$ cat src/rtl/uart_arb_pkg.sv
// Shared types and helpers for the UART transmit arbiter.
package uart_arb_pkg;

    localparam int BYTE_W = 8;

    typedef enum logic [1:0] {
        IDLE = 2'd0,
        SEND = 2'd1,
        GAP  = 2'd2
    } arb_state_e;

    // Base bit of requester k's byte inside the flattened data bus.
    function automatic int byte_base(input int k);
        return BYTE_W * k;
    endfunction

endpackage

$ cat src/rtl/uart_rr_pick.sv
// Combinational round-robin selector: first set req bit after 'last', wrapping mod N.
module uart_rr_pick
    import uart_arb_pkg::*;
#(
    parameter int N    = 4,
    parameter int IdxW = 2
) (
    input  logic [0:N-1]    req,
    input  logic [IdxW-1:0] last,
    output logic            valid,
    output logic [IdxW-1:0] idx
);

    // Scan from farthest to nearest so the nearest candidate after 'last' wins.
    // The wrap is an explicit compare against N, so N need not be a power of two.
    always_comb begin
        int cand;
        cand  = 0;
        valid = 1'b0;
        idx   = '0;
        for (int i = N; i >= 1; i--) begin
            cand = int'(last) + i;
            if (cand >= N) begin
                cand = cand - N;
            end
            if (req[IdxW'(cand)]) begin
                valid = 1'b1;
                idx   = IdxW'(cand);
            end
        end
    end

endmodule

$ cat src/rtl/uart_tx_arb.sv
// Round-robin arbiter sharing one UART transmitter among N byte producers.
// Optional build macro UART_ARB_LOCK_EN adds a per-requester lock input that
// keeps the grant on the same requester across bytes of a multi-byte message.
//
// state | meaning
// IDLE  | no byte in flight; arbitrate among pending requests
// SEND  | granted byte presented to the uart, send held until done
// GAP   | one cycle with send low, ack pulses to the served requester
module uart_tx_arb
    import uart_arb_pkg::*;
#(
    parameter int N    = 4,
    parameter int IdxW = 2
) (
    input  logic                  clk,
    input  logic                  reset,
    input  logic [0:N-1]          req,
    input  logic [0:BYTE_W*N-1]   data,
`ifdef UART_ARB_LOCK_EN
    input  logic [0:N-1]          lock,
`endif
    output logic [0:N-1]          ack,
    output logic [IdxW-1:0]       gnt,
    output logic                  busy,
    output logic [0:BYTE_W-1]     uart_din,
    output logic                  uart_send,
    input  logic                  uart_done
);

    arb_state_e          state_q, state_n;
    logic [IdxW-1:0]     last_q, last_n;
    logic [IdxW-1:0]     gnt_n;
    logic [0:N-1]        ack_n;
    logic                busy_n;
    logic [0:BYTE_W-1]   din_n;
    logic                send_n;
    logic                pick_valid;
    logic [IdxW-1:0]     pick_idx;

    uart_rr_pick #(
        .N    (N),
        .IdxW (IdxW)
    ) u_pick (
        .req   (req),
        .last  (last_q),
        .valid (pick_valid),
        .idx   (pick_idx)
    );

    // State and registered outputs; reset returns to IDLE with requester 0 first in line.
    always_ff @(posedge clk) begin
        if (reset) begin
            state_q   <= IDLE;
            last_q    <= IdxW'(N - 1);
            gnt       <= '0;
            ack       <= '0;
            busy      <= 1'b0;
            uart_din  <= '0;
            uart_send <= 1'b0;
        end else begin
            state_q   <= state_n;
            last_q    <= last_n;
            gnt       <= gnt_n;
            ack       <= ack_n;
            busy      <= busy_n;
            uart_din  <= din_n;
            uart_send <= send_n;
        end
    end

    // Next-state and next-output logic; everything holds unless a transition changes it.
    always_comb begin
        state_n = state_q;
        last_n  = last_q;
        gnt_n   = gnt;
        ack_n   = '0;
        busy_n  = busy;
        din_n   = uart_din;
        send_n  = uart_send;
        case (state_q)
            IDLE: begin
                if (pick_valid) begin
                    gnt_n   = pick_idx;
                    last_n  = pick_idx;
                    din_n   = data[byte_base(int'(pick_idx)) +: BYTE_W];
                    busy_n  = 1'b1;
                    send_n  = 1'b1;
                    state_n = SEND;
                end
            end
            SEND: begin
                if (uart_done) begin
                    ack_n[gnt] = 1'b1;
                    send_n     = 1'b0;
                    busy_n     = 1'b0;
                    state_n    = GAP;
`ifdef UART_ARB_LOCK_EN
                    // Point 'last' just behind the current grant so it is searched first.
                    if (lock[gnt]) begin
                        last_n = (gnt == '0) ? IdxW'(N - 1) : gnt - IdxW'(1);
                    end
`endif
                end
            end
            GAP: begin
                state_n = IDLE;
            end
            default: begin
                state_n = IDLE;
            end
        endcase
    end

endmodule

$ cat config.mk
export PLATFORM = sky130hd
export DESIGN_NAME = uart_tx_arb
export DESIGN_NICKNAME = d
export VERILOG_FILES = /design/src/rtl/uart_arb_pkg.sv /design/src/rtl/uart_rr_pick.sv /design/src/rtl/uart_tx_arb.sv
export SDC_FILE = /design/constraint.sdc
export NUM_CORES = 1
export LEC_CHECK = 0
export BUFFER_PORTS_ARGS = -buffer_cell sky130_fd_sc_hd__buf_2
export CORE_MARGIN = 5
export CORE_UTILIZATION = 40
export CTS_CLUSTER_DIAMETER = 30
export DETAILED_ROUTE_END_ITERATION = 12
export PLACE_DENSITY_LB_ADDON = 0.08
export SETUP_SLACK_MARGIN = 0.5
export SYNTH_ARGS = -nofsm -noshare
export SYNTH_HDL_FRONTEND = slang
export SYNTH_SLANG_ARGS = --single-unit
$ cat constraint.sdc
create_clock -name clk -period 2.1 [get_ports clk]
set_input_delay 0.105 -clock clk [delete_from_list [all_inputs] [get_ports clk]]
set_output_delay 0.105 -clock clk [all_outputs]
set_load 0.005 [all_outputs]
==> flow_metrics.tcl <==
set metrics [dict create \
    status "complete, no violations" \
    initial_core_util_pct 40.86 \
    syn-num-nets 153 \
    synth_seq_cells 19 \
    fp.dieW_um 62.62 \
    netlist_instances 114 \
    fin_tns_setup_ns 0 \
    met2WireLength_um 1292 \
    final_common_cell "buf_2" \
    fin_ws_ns 0.6127 \
    power.density_mw_per_mm2 624.8 \
    n_fill_cell 283 \
    synth_compound_area_share_pct 18.76 \
    dr_wl_met3_um 245 \
    drive_gt1_share_pct 50.87 \
    tightest_slew_ns 0.4423 \
    synthMuxAreaShare_pct 16.27 \
    place_hpwl_um 2108 \
    ir_worst_vdd_mv 0.6122 \
    ant_nets 0 \
    ios 55 \
    crit_family "multiplexers" \
    clkPwrFrac_pct 20.1 \
    fin_skew_ns 0.003055 \
    swShare_pct 30.66 \
    hold_viol 0 \
    vias_per_cell 5.069 \
    reg2reg_from "last_q[1]" \
    nets 213 \
    met1Wirelength_um 1025 \
    relSlewSlack_pct 70.29 \
    via_count 1034 \
    crit_type "register to register" \
    coreArea_mm2 0.002710 \
    syn_area_mm2 0.001107 \
    yosysTopAreaCellShare_pct 34.35 \
    switchingPower_uw 278.0 \
    period_share_pct 70.82 \
    dieArea_mm2 0.003921 \
    seq_area_frac_synth_pct 34.35 \
    internal_power_uw 628.8 \
    gp_congestion 0.7703 \
    drc 0 \
    cp-end-kind "register" \
    start_kind "register" \
    yosysTopAreaCell "dfxtp_1" \
    rsz0062_at_grt "no" \
    worstSkewPairLatency_ns 0.29 \
    dr.first_iter.drc_count 25 \
    top_layer_used "met4" \
    p_leak_nw 0.6749 \
    portBuffers 54 \
    grt-ovfl-total 0 \
    synth_fa_ha_area_share_pct 0 \
    multiInputGateArea_um2 670.6 \
    diodes 0 \
    clock-sinks 19 \
    crit_chain "mux2i_1 -> o22a_1 -> o21ai_4 -> buf_6 -> mux2_2 -> o211ai_2" \
    fmax_mhz 672.4 \
    antenna_found_initial 0 \
    place_ws_ns 0.4267 \
    grt_first_pass_wirelength_um 4602 \
    syn_avg_cell_area_um2 9.713 \
    cp.required_ns 2.33 \
    p_comb_share_pct 32.3 \
    synth_area_leaders "dfxtp_1 (34%), o211ai_2 (9.0%), mux2i_1 (8.1%), mux2_2 (8.1%), nand3_1 (7.2%)" \
    areaGrowthSynthToFinish_pct 31.07 \
    num_rows 19 \
    totalWireLength_um 2596 \
    path_buf_inv 1 \
    cp_max_fo 17 \
    ys_warn_count 0 \
    min_from "data[1]" \
    synthDistinctLibCells 32 \
    tritoncts "done" \
    yosys.area_share.simple_pct 25.31 \
    min_period_ns 1.487 \
    wl_per_cell_um 12.73 \
    synth_top_family_by_area "simple AND/OR/NAND/NOR gates" \
    synth_xor_area_share_pct 0 \
    slew_violations 0 \
    arrival_ns 1.71 \
    seqPwrFrac_pct 47.6 \
    cts_buffers 3 \
    grt_pass1_vias 1091 \
    maxCapViolCount 0 \
    regArea_um2 381.6 \
    h-tree-depth 1 \
    path_clk_slew_ns 0.10 \
    grt_usage_pct 13.89 \
    drt_first_pass_iters 4 \
    mostFrequentLayoutCells "buf_2 (54), dfxtp_1 (18), nand3_1 (16)" \
    crit_start "last_q[1]" \
    cp_slowest_cell "dfxtp_2" \
    hp-class "input port to register" \
    slowest_delay_ns 0.37 \
    cts_buffer_depth 2 \
    die_h_um 62.62 \
    cts_root_buffer "clkbuf_4" \
    grt_max_degree 18 \
    setup_viol 0 \
]
## worst min-delay path: cells and delay by family
family	cells	cell delay, ns
buf+inv	1	0.07
mux	1	0.06
compound gates	1	0.12
## Yosys cell counts
library cell  number
o211ai_2           8
o22a_1             1
o21bai_1           2
dfxtp_1           19
clkbuf_2           1
buf_2              1
nor2_2             1
nand3_1           16
mux2_2             8
nor4_4             1
o21ai_4            1
a21o_1             1
nor3_1             3
a221o_1            1
nand3b_1           1
a22oi_1            1
inv_1              1
a31oi_4            1
a21boi_2           1
nand2b_1           6
nand2_1           10
a21oi_1            1
nor4_2             1
buf_6              2
mux2i_1            9
nor2_1             9
buf_8              1
and3_1             2
and3b_1            1
buf_4              1
o21ai_0            1
nor3b_1            1
## cell families after synthesis
kind of cell | after synthesis
buf+inv | 7
flops | 19
mux | 17
compound gates | 19
simple gates | 52
## layer usage
metal	vias up	global-route usage (%)
met3	4	5.036
met2	32	25.52
met5	-	0
li1	538	-
met1	460	14.64
met4	0	3.979
## metrics by stage
step | area, um^2 | util, % | total power, mW | hold slack [ns] | std cells
2_1_floorplan | 1107 | - | 0.6276 | 0.2818 | 114
3_3_place_gp | 1391 | 51.34 | 0.7154 | 0.3972 | 197
3_5_place_dp | 1391 | 51.34 | 0.7218 | 0.4081 | 197
4_1_cts | 1446 | 53.37 | 0.9190 | 0.09212 | 204
5_1_grt | 1451 | 53.55 | 0.9734 | 0.09692 | 204
6_report | 1451 | 53.55 | 0.9068 | 0.09387 | 204
## state kept, by name, indices dropped and copies added, names as in the netlist
register,flops
ack,4
gnt,2
last_q,2
state_q,2
uart_din,8
uart_send,1
## power groups by stage
stage | clock [mW] | combinational, mW | sequential [mW]
after CTS | 0.190 | 0.297 | 0.431
after floorplan | 0 | 0.189 | 0.439
after detailed placement | 0 | 0.282 | 0.440
final | 0.183 | 0.293 | 0.431
after global routing | 0.210 | 0.324 | 0.440
after global placement | 0 | 0.277 | 0.438
## cell type report
class / count / share of cell area (%)
multi-input combinational: 88 / 46.21
inverter: 1 / 0.2586
clock buffer: 4 / 1.810
timing repair buffer: 61 / 22.76
tap: 31 / 2.672
sequential: 19 / 26.29
## final timing paths
path / to / slack, ns / cells after the start
setup reg to reg: uart_din[4] / 0.61 / 6
setup / recovery: uart_din[4] / 0.61 / 6
hold / removal: uart_din[1] / 0.09 / 3
hold reg to reg: uart_din[0] / 0.48 / 2
## what timing repair did
action,CTS,global route
setup buffers,3,0
resized for setup,2,2
setup endpoints to repair,8,8
hold buffers,0,0
pin swaps,2,1
Power figures use the tool's default switching activity.
